[src/rtl/clock_pkg.sv]
// Shared BCD time-keeping definitions for the clock's hour and minute counters.
package clock_pkg;

    localparam int UNITS_W   = 4;
    localparam int TENS_W    = 2;
    localparam int HOURS_MAX = 23;

    typedef logic [UNITS_W-1:0] units_t;
    typedef logic [TENS_W-1:0]  tens_t;

    typedef struct packed {
        tens_t  t;
        units_t u;
    } hour_bcd_t;

    localparam tens_t  HOURS_MAX_TENS  = 2'd2;
    localparam units_t HOURS_MAX_UNITS = 4'd3;
    localparam units_t BCD_MAX_UNITS   = 4'd9;

    // Noon stays 12 in 12 h display; midnight (00) is shown as 12 as well.
    localparam tens_t  NOON_TENS           = 2'd1;
    localparam units_t NOON_UNITS          = 4'd2;
    localparam tens_t  MIDNIGHT_12H_TENS   = 2'd1;
    localparam units_t MIDNIGHT_12H_UNITS  = 4'd2;

    function automatic logic hour_bcd_valid(input tens_t t, input units_t u);
        logic ok;
        ok = (u <= BCD_MAX_UNITS) &&
             ((t < HOURS_MAX_TENS) || ((t == HOURS_MAX_TENS) && (u <= HOURS_MAX_UNITS)));
        return ok;
    endfunction

    function automatic logic hour_is_pm(input tens_t t, input units_t u);
        logic is_pm;
        is_pm = (t > NOON_TENS) || ((t == NOON_TENS) && (u >= NOON_UNITS));
        return is_pm;
    endfunction

endpackage

[src/rtl/hour_counter_bcd_12h_map.sv]
// Combinational 24 h -> displayed (12 h or 24 h) BCD mapping plus PM flag.
module hour_12h_map
    import clock_pkg::*;
(
    input  logic [TENS_W-1:0]  h_tens,
    input  logic [UNITS_W-1:0] h_units,
    input  logic               mode_12h,
    output logic [TENS_W-1:0]  disp_tens,
    output logic [UNITS_W-1:0] disp_units,
    output logic               pm
);

    logic is_pm;
    logic is_noon;

    always_comb begin
        is_pm      = hour_is_pm(h_tens, h_units);
        is_noon    = (h_tens == NOON_TENS) && (h_units == NOON_UNITS);
        pm         = is_pm;
        disp_tens  = h_tens;
        disp_units = h_units;
        if (mode_12h) begin
            if ((h_tens == 2'd0) && (h_units == 4'd0)) begin
                disp_tens  = MIDNIGHT_12H_TENS;
                disp_units = MIDNIGHT_12H_UNITS;
            end else if (is_pm && !is_noon) begin
                // BCD subtract of 12, split by which tens/units borrow applies.
                if (h_tens == 2'd1) begin
                    disp_tens  = 2'd0;
                    disp_units = h_units - 4'd2;
                end else if (h_units <= 4'd1) begin
                    disp_tens  = 2'd0;
                    disp_units = h_units + 4'd8;
                end else begin
                    disp_tens  = 2'd1;
                    disp_units = h_units - 4'd2;
                end
            end
        end
    end

endmodule

[src/rtl/hour_counter_bcd.sv]
// 24 h BCD hour counter with tick prescaler, load, 12/24 h display and day carry.
// Define HOUR_DEC_EN to enable the dec (hour decrement) input.
module hour_counter_bcd
    import clock_pkg::*;
#(
    parameter int RESET_HOUR = 0,
    parameter int TICK_DIV   = 1
) (
    input  logic       clk,
    input  logic       reset,
    input  logic       tick,
    input  logic       dec,
    input  logic       mode_12h,
    input  logic       load,
    input  logic [3:0] load_digit1,
    input  logic [1:0] load_digit2,
    output logic [3:0] counter_digit1,
    output logic [1:0] counter_digit2,
    output logic       pm,
    output logic       day_carry,
    output logic       load_err
);

    if ((RESET_HOUR < 0) || (RESET_HOUR > HOURS_MAX)) begin : g_bad_reset_hour
        $error("hour_counter_bcd: RESET_HOUR must be 0..23");
    end
    if ((TICK_DIV < 1) || (TICK_DIV > 255)) begin : g_bad_tick_div
        $error("hour_counter_bcd: TICK_DIV must be 1..255");
    end

    localparam tens_t      RST_TENS  = tens_t'(RESET_HOUR / 10);
    localparam units_t     RST_UNITS = units_t'(RESET_HOUR % 10);
    localparam logic [7:0] PRE_LAST  = 8'(TICK_DIV - 1);

    hour_bcd_t  hour_q, hour_d;
    logic [7:0] pre_q, pre_d;
    logic       day_carry_q, day_carry_d;
    logic       load_err_q, load_err_d;
    logic       inc_req;
    logic       at_max;

    function automatic hour_bcd_t hour_inc(input hour_bcd_t h);
        hour_bcd_t r;
        if ((h.t == HOURS_MAX_TENS) && (h.u == HOURS_MAX_UNITS)) begin
            r.t = 2'd0;
            r.u = 4'd0;
        end else if (h.u == BCD_MAX_UNITS) begin
            r.t = h.t + 2'd1;
            r.u = 4'd0;
        end else begin
            r.t = h.t;
            r.u = h.u + 4'd1;
        end
        return r;
    endfunction

`ifdef HOUR_DEC_EN
    logic dec_req;

    function automatic hour_bcd_t hour_dec(input hour_bcd_t h);
        hour_bcd_t r;
        if ((h.t == 2'd0) && (h.u == 4'd0)) begin
            r.t = HOURS_MAX_TENS;
            r.u = HOURS_MAX_UNITS;
        end else if (h.u == 4'd0) begin
            r.t = h.t - 2'd1;
            r.u = BCD_MAX_UNITS;
        end else begin
            r.t = h.t;
            r.u = h.u - 4'd1;
        end
        return r;
    endfunction

    // Simultaneous tick and dec cancel out.
    assign inc_req = tick & ~dec;
    assign dec_req = dec & ~tick;
`else
    logic unused_dec;

    assign inc_req    = tick;
    assign unused_dec = dec;
`endif

    assign at_max = (hour_q.t == HOURS_MAX_TENS) && (hour_q.u == HOURS_MAX_UNITS);

    always_comb begin
        hour_d      = hour_q;
        pre_d       = pre_q;
        day_carry_d = 1'b0;
        load_err_d  = 1'b0;
        if (load) begin
            if (hour_bcd_valid(load_digit2, load_digit1)) begin
                hour_d.t = load_digit2;
                hour_d.u = load_digit1;
                pre_d    = 8'd0;
            end else begin
                load_err_d = 1'b1;
            end
        end else if (inc_req) begin
            if (pre_q == PRE_LAST) begin
                pre_d       = 8'd0;
                hour_d      = hour_inc(hour_q);
                day_carry_d = at_max;
            end else begin
                pre_d = pre_q + 8'd1;
            end
        end
`ifdef HOUR_DEC_EN
        else if (dec_req) begin
            hour_d = hour_dec(hour_q);
        end
`endif
    end

    always_ff @(posedge clk or negedge reset) begin
        if (!reset) begin
            hour_q.t    <= RST_TENS;
            hour_q.u    <= RST_UNITS;
            pre_q       <= 8'd0;
            day_carry_q <= 1'b0;
            load_err_q  <= 1'b0;
        end else begin
            hour_q      <= hour_d;
            pre_q       <= pre_d;
            day_carry_q <= day_carry_d;
            load_err_q  <= load_err_d;
        end
    end

    hour_12h_map u_map (
        .h_tens     (hour_q.t),
        .h_units    (hour_q.u),
        .mode_12h   (mode_12h),
        .disp_tens  (counter_digit2),
        .disp_units (counter_digit1),
        .pm         (pm)
    );

    assign day_carry = day_carry_q;
    assign load_err  = load_err_q;

endmodule

[config.mk]
export PLATFORM = sky130hd
export DESIGN_NAME = hour_counter_bcd
export DESIGN_NICKNAME = d
export VERILOG_FILES = /design/src/rtl/clock_pkg.sv /design/src/rtl/hour_counter_bcd_12h_map.sv /design/src/rtl/hour_counter_bcd.sv
export SDC_FILE = /design/constraint.sdc
export NUM_CORES = 1
export LEC_CHECK = 0
export ABC_AREA = 1
export BUFFER_PORTS_ARGS = -buffer_cell sky130_fd_sc_hd__buf_4
export CAP_MARGIN = 0
export CORE_MARGIN = 2
export CORE_UTILIZATION = 55
export DETAILED_ROUTE_END_ITERATION = 8
export GPL_ROUTABILITY_DRIVEN = 0
export MAX_ROUTING_LAYER = met4
export PLACE_DENSITY = 0.78
export REMOVE_ABC_BUFFERS = 1
export SETUP_SLACK_MARGIN = 0.1
export SLEW_MARGIN = 20
export SYNTH_ARGS = -nofsm -noshare
export SYNTH_HDL_FRONTEND = slang
export SYNTH_SLANG_ARGS = --single-unit
[constraint.sdc]
create_clock -name clk -period 1.96 [get_ports clk]
set_clock_uncertainty 0.05 [all_clocks]
set_input_delay 0.196 -clock clk [delete_from_list [all_inputs] [get_ports clk]]
set_output_delay 0.196 -clock clk [all_outputs]
set_load 0.02 [all_outputs]
* Word level (Yosys, flattened, before mapping)
Index checks and enable logic that the tools add are counted.
** Word-level totals
- Memory bits (writable) :: 0
- Memories :: 0
- Flip-flop bits (word level) :: 16
- Bits of input ports :: 12
- Latch bits :: 0
- Memory bits (read-only) :: 0
- Output and inout bits :: 9
** Cells by class
- $lt $le $gt $ge :: 6
- Reductions and logical operators :: 19
- Equality and inequality tests :: 7
- Divide/modulo/power cells :: 0
- Bitwise operators :: 0
- Shifts and indexed selects :: 0
- Multiplexer cells :: 25
- Multiply operators :: 0
- Add/sub/neg operators :: 5
** Operator list (count)
- $mux W6 :: 6
- $mux W8 :: 4
- $mux W4 :: 5
- $add A8 B1 Y8 const B :: 1
- $eq A4 B2 Y1 const B :: 2
- $logic_not A8 Y1 :: 1
- $mux W2 :: 4
- $logic_and A1 B1 Y1 :: 7
- $mux W1 :: 6
- $add A4 B1 Y4 const B :: 1
- $add A4 B4 Y4 const B :: 1
- $eq A2 B2 Y1 const B :: 2
- $eq A4 B4 Y1 const B :: 1
- $ge A4 B2 Y1 const B :: 1
- $le A4 B1 Y1 const B :: 1
- $le A4 B2 Y1 const B :: 1
- $le A4 B4 Y1 const B :: 1
- $logic_not A4 Y1 :: 1
- $reduce_and A4 Y1 :: 1
- $reduce_bool A2 Y1 :: 2
- $sub A4 B2 Y4 const B :: 1
- $reduce_and A3 Y1 :: 1
- $reduce_bool A3 Y1 :: 1
- $add A2 B1 Y2 const B :: 1
- other kinds (8) :: 9

* Depth between registers and ports, before layout
- Depth in word-level cells :: 7
- Depth in mapped cells :: 10

* Cells and area by module
Synthesis repeated with hierarchy kept, for this count alone.
** Second synthesis, totals
- Cell total of the unflattened synthesis :: 184
- Area, all modules :: 1249.9 µm²
** By module, submodules not included
- hour_counter_bcd :: cells each 139, times used 1, area each 1007.2 µm², sequential area each 400.4 µm²
- hour_12h_map :: cells each 45, times used 1, area each 242.7 µm², sequential area each 0.0 µm²

* Least setup slack after synthesis
OpenSTA, ideal clock, no wires.
- Kind :: register -> output
- Start :: reg hour_q[5] in the netlist's numbering
- End :: out counter_digit2[0]
- Path slack :: 238 ps
- Stages on the path, launching flop included :: 10
- Arrival :: 1476 ps
- Cells stage by stage :: dfrtp_1 > inv_1 > ha_1 > inv_1 > nor2_4 > a21oi_4 > nand3_2 > nand3_1 > nand2_1 > inv_1
** Between the ends
- Cells in the longest elaborated chain, start to end :: 7
** RTL lines
- start: declaration :: RTL line hour_counter_bcd.sv:35 : hour_bcd_t hour_q, hour_d;
- start signal: assignment :: RTL line hour_counter_bcd.sv:124 : hour_q <= hour_d;
- $eq A2 B1 Y1 :: RTL line clock_pkg.sv:35 : is_pm = (t > NOON_TENS) || ((t == NOON_TENS) && (u >= NOON_UNITS));
- $logic_and A1 B1 Y1 :: RTL line clock_pkg.sv:35
- $logic_or A1 B1 Y1 (*) :: RTL line clock_pkg.sv:35
- net pm :: RTL line hour_counter_bcd.sv:19 : output logic pm,
- $logic_and A1 B1 Y1 (*) :: RTL line hour_counter_bcd_12h_map.sv:26 : end else if (is_pm && !is_noon) begin
- $mux W2 (*) :: RTL line hour_counter_bcd_12h_map.sv:26
- $mux W2 (*) :: RTL line hour_counter_bcd_12h_map.sv:23 : if ((h_tens == 2'd0) && (h_units == 4'd0)) begin
- $mux W2 (*) :: RTL line hour_counter_bcd_12h_map.sv:22 : if (mode_12h) begin
- end: declaration :: RTL line hour_counter_bcd.sv:18 : output logic [1:0] counter_digit2,
The timed path passes the listed nets; every way through them passes the cells marked *.

* Final worst setup path
- Start :: reg hour_q[4] in the netlist's numbering
- End :: out counter_digit2[0]
** Between the ends
- Cells in the longest elaborated chain, start to end :: 7
** RTL lines (RTL line)
- $eq A2 B1 Y1 :: clock_pkg.sv:35, hour_counter_bcd_12h_map.sv:18, hour_counter_bcd_12h_map.sv:28
- $logic_and A1 B1 Y1, on equally long branches :: clock_pkg.sv:35, hour_counter_bcd_12h_map.sv:18
- $logic_or A1 B1 Y1 / $logic_not A1 Y1 (equally long branches) :: clock_pkg.sv:35, hour_counter_bcd_12h_map.sv:26
- $logic_and A1 B1 Y1 :: hour_counter_bcd_12h_map.sv:26
- $mux W2 :: hour_counter_bcd_12h_map.sv:26
- $mux W2 :: hour_counter_bcd_12h_map.sv:23
- $mux W2 (*) :: hour_counter_bcd_12h_map.sv:22
Every way passes the cells marked *; elsewhere a longest branch is shown, timed or not.

==> run_results.csv <==
group,metric,value,unit
clock_network,cts_tree,"yes",
cells_and_area,total_area_of_multi_input_combinational_cells,820.8,um^2
critical_path,startpoint,"hour_q[4]",
cells_and_area,layout_utilization,74.26,%
synthesis,synth.lib_cells_used.distinct,25,
route,routedWlPerCell,13.77,um
critical_path,crit-reg2reg-capture,"hour_q[4]",
power,power.share.sequential,24.2,%
cells_and_area,num-nets-final,235,
clock_network,tritoncts_num_sinks,16,
die,die_y,52.22,um
critical_path,critPathMaxStageDelay,460,ps
route,ant_nets,0,
timing,min_period,1945,ps
die,die_w,52.22,um
power,power_report.internal_total,987.0,uW
power,p_switching,846.0,uW
route,drcViolationCount,0,
timing,final-hold-violation-count,0,
synthesis,synth_sequential_area_ratio,31.31,%
job,timing.max_cap.violations,0,
placement,port_bufs,19,
clock_network,insertion_delay_of_the_later_clocked_pin_in_the_worst_skew_pair,300,ps
clock_network,clk_pin_slew_worst_paths,110,ps
cells_and_area,sequential_cell_area,405.4,um^2
synthesis,synth.top_cells.by_count,"nand2_1, nand3_1, inv_1",
synthesis,synthesis.area_per_instance,6.950,um^2
power,vdd.ir_drop.worst,0.8977,mV
power,combinationalPowerShare,62.9,%
synthesis,ys_warn_count,0,
power,clockPowerShare,13.0,%
critical_path,critPathCaptureType,"primary output",
global_route,grt_pass1_wl,5526,um
synthesis,netlist_instances,184,
clock_network,cts_made_buffers,3,
global_route,antenna_violations_before_repair,0,
critical_path,crit_fanout,5,
timing,drv_slew,0,
placement,detailed_place_hpwl,2241,um
synthesis,share_of_flip_flops_with_an_asynchronous_set_or_reset_after_synthesis,100.0,%
timing,tightest_slew,394.2,ps
critical_path,crit_path_top_delay_cell,"dfrtp_2",
timing,final_period_util,99.25,%
global_route,via_count_of_the_first_global_routing_pass,1234,
synthesis,synthMostInstantiatedCell,"nand2_1",
synthesis,cell_area_synth,1279,um^2
critical_path,worst-r2r-setup-slack,370,ps
power,p_total,1833,uW
timing,max_frequency,0.5141,GHz
cells_and_area,area.growth.synth_to_final,28.47,%
die,core-area,2212,um^2
power,p_sw_share,46.15,%
critical_path,timing.setup.critical_path_class,"reg -> out",
timing,max_slew_margin,73.72,%
timing,timing.final.setup_violations,0,
power,total_leakage_power,0.0008290,uW
route,vias,1356,
clock_network,cts-root-to-sink-buffers,2,
synthesis,yosys-top-cells-area,"dfrtp_1, nand2_1, nand3_1",
critical_path,critical_path_required,1710,ps
worst_hold_path,hp-class,"in -> reg",
route,vias_per_instance,5.580,
critical_path,timing.critical_path.cells,"ha_4 > inv_4 > nor2_4 > a21oi_4 > nand3_4 > nand3_2 > nand2_2 > inv_2 > buf_6",
cells_and_area,proportion_of_layout_cells_with_a_drive_suffix_above_1,33.95,%
die,floorplan.rows,17,
synthesis,synth.largest_area_cell,"dfrtp_1",
die,floorplan.io_pins,21,
critical_path,setup.worst_path.end,"counter_digit2[0]",
cells_and_area,antenna_cells_inserted,0,
route,drt-pass1-iter-count,4,
route,route.final.wire_length,3347,um
global_route,grt_usage,28.22,%
run_status,outcome,"complete, no violations",
synthesis,ys_dominant_reg_cell,"dfrtp_1",
clock_network,root_buffer,"clkbuf_4",
critical_path,critical_path_at,1700,ps
critical_path,rr_worst_depth,8,
die,initial_core_util,57.81,%
synthesis,yosys_register_bits,16,
critical_path,setup.worst_path.start_class,"flip-flop",
cells_and_area,layout.filler_cells,185,
clock_network,clock_tree.htree_level_count,1,
global_route,grt_overflow_total,0,
power,pwr_density_cell,1116,nW/um^2
global_route,largest_net_degree_at_the_start_of_global_routing,17,
timing,rsz0062_at_grt,"yes",
route,iter_0_drt_violations,43,
synthesis,post-synth-top-area-fraction,31.31,%
synthesis,synth-edff-count,0,
critical_path,r2r-start,"pre_q[0]",
die,die_outline_area,2726,um^2
[cell families (layout without fill, tap and decap cells)]
| logic type | after synthesis | after routing | share of synthesized area [%] |
|---|---|---|---|
| compound gates | 26 | 26 | 11.64 |
| xor+xnor | 3 | 3 | 2.055 |
| fa+ha+maj | 7 | 7 | 6.849 |
| buf+inv | 28 | 59 | 9.100 |
| flops | 16 | 16 | 31.31 |
| simple gates | 104 | 104 | 39.04 |
[what timing repair did]
item                                    CTS  global route
setup buffers                             7             2
endpoints found under the hold margin    16             0
hold buffers                              1             0
pin swaps                                 6             6
endpoints found under the setup margin    6             5
gates resized for setup                  13            17
[worst min path at each step]
stage | from | to | slack [ps] | depth (start not counted)
after detailed placement | reset | hour_q[2] | 20 | 1
after global routing | load_digit2[1] | load_err | 130 | 3
after global placement | reset | hour_q[0] | 10 | 1
after CTS | load_digit2[1] | load_err | 120 | 3
after floorplan | reset | day_carry | -150 | 0
final | load_digit2[1] | load_err | 130 | 3
[cells in the final DEF (no fill, tap or decap), drive strengths merged]
master	count
nand2	53
buf	29
nand3	27
inv	25
o21ai	20
dfrtp	16
nor2	16
ha	7
a21oi	5
nand4	4
clkbuf	4
xor2	3
or2	2
a31o	1
nor3b	1
nor3	1
dlygate4sd3	1
[per-stage QoR]
| stage | hold slack (ps) | TNS, ps | worst slack (ps) | cells | instance area [um^2] |
|---|---|---|---|---|---|
| 2_1_floorplan | -149.6 | 0 | 226.1 | 181 | 1256 |
| 3_3_place_gp | 14.47 | 0 | 149.6 | 229 | 1441 |
| 3_5_place_dp | 18.68 | 0 | 108.2 | 229 | 1441 |
| 4_1_cts | 121.6 | 0 | 48.88 | 241 | 1570 |
| 5_1_grt | 126.1 | -130.1 | -50.10 | 243 | 1643 |
| 6_report | 125.4 | 0 | 14.70 | 243 | 1643 |
[metal layers]
layer  vias to the layer above  routed length, um  global-route usage, %
met3                        13                165                  4.857
li1                        660                  -                      -
met1                       628               1466                  36.56
met2                        55               1636                  44.73
met5                         -                  0                      -
met4                         0                 78                  10.26
[sequential cells by signal (all words and copies together), names as in the netlist]
register and flops:
day_carry 1, pre_q 8, load_err 1, hour_q 6
[critical path: cells and delay by family, from the launching register on]
| family | cells | cell delay (ps) |
|---|---|---|
| fa+ha+maj | 1 | 200 |
| compound gates | 1 | 190 |
| flops | 1 | 460 |
| buf+inv | 3 | 240 |
| simple gates | 4 | 310 |
[cell type report]
class / instances / share of cell area, %
Multi-Input combinational cell: 140 / 49.96
Clock buffer: 4 / 2.209
Tap cell: 28 / 2.133
Inverter: 25 / 6.017
Timing Repair Buffer: 30 / 15.00
Sequential cell: 16 / 24.68
[power groups by stage]
stage / registers, uW / clock network (uW) / logic (uW)
floorplan: 438 / 0 / 563
global placement: 434 / 0 / 817
detailed placement: 437 / 0 / 846
CTS: 432 / 237 / 1010
global route: 446 / 246 / 1250
finish: 443 / 238 / 1150
Note: power is estimated with default switching activity, not from simulation.
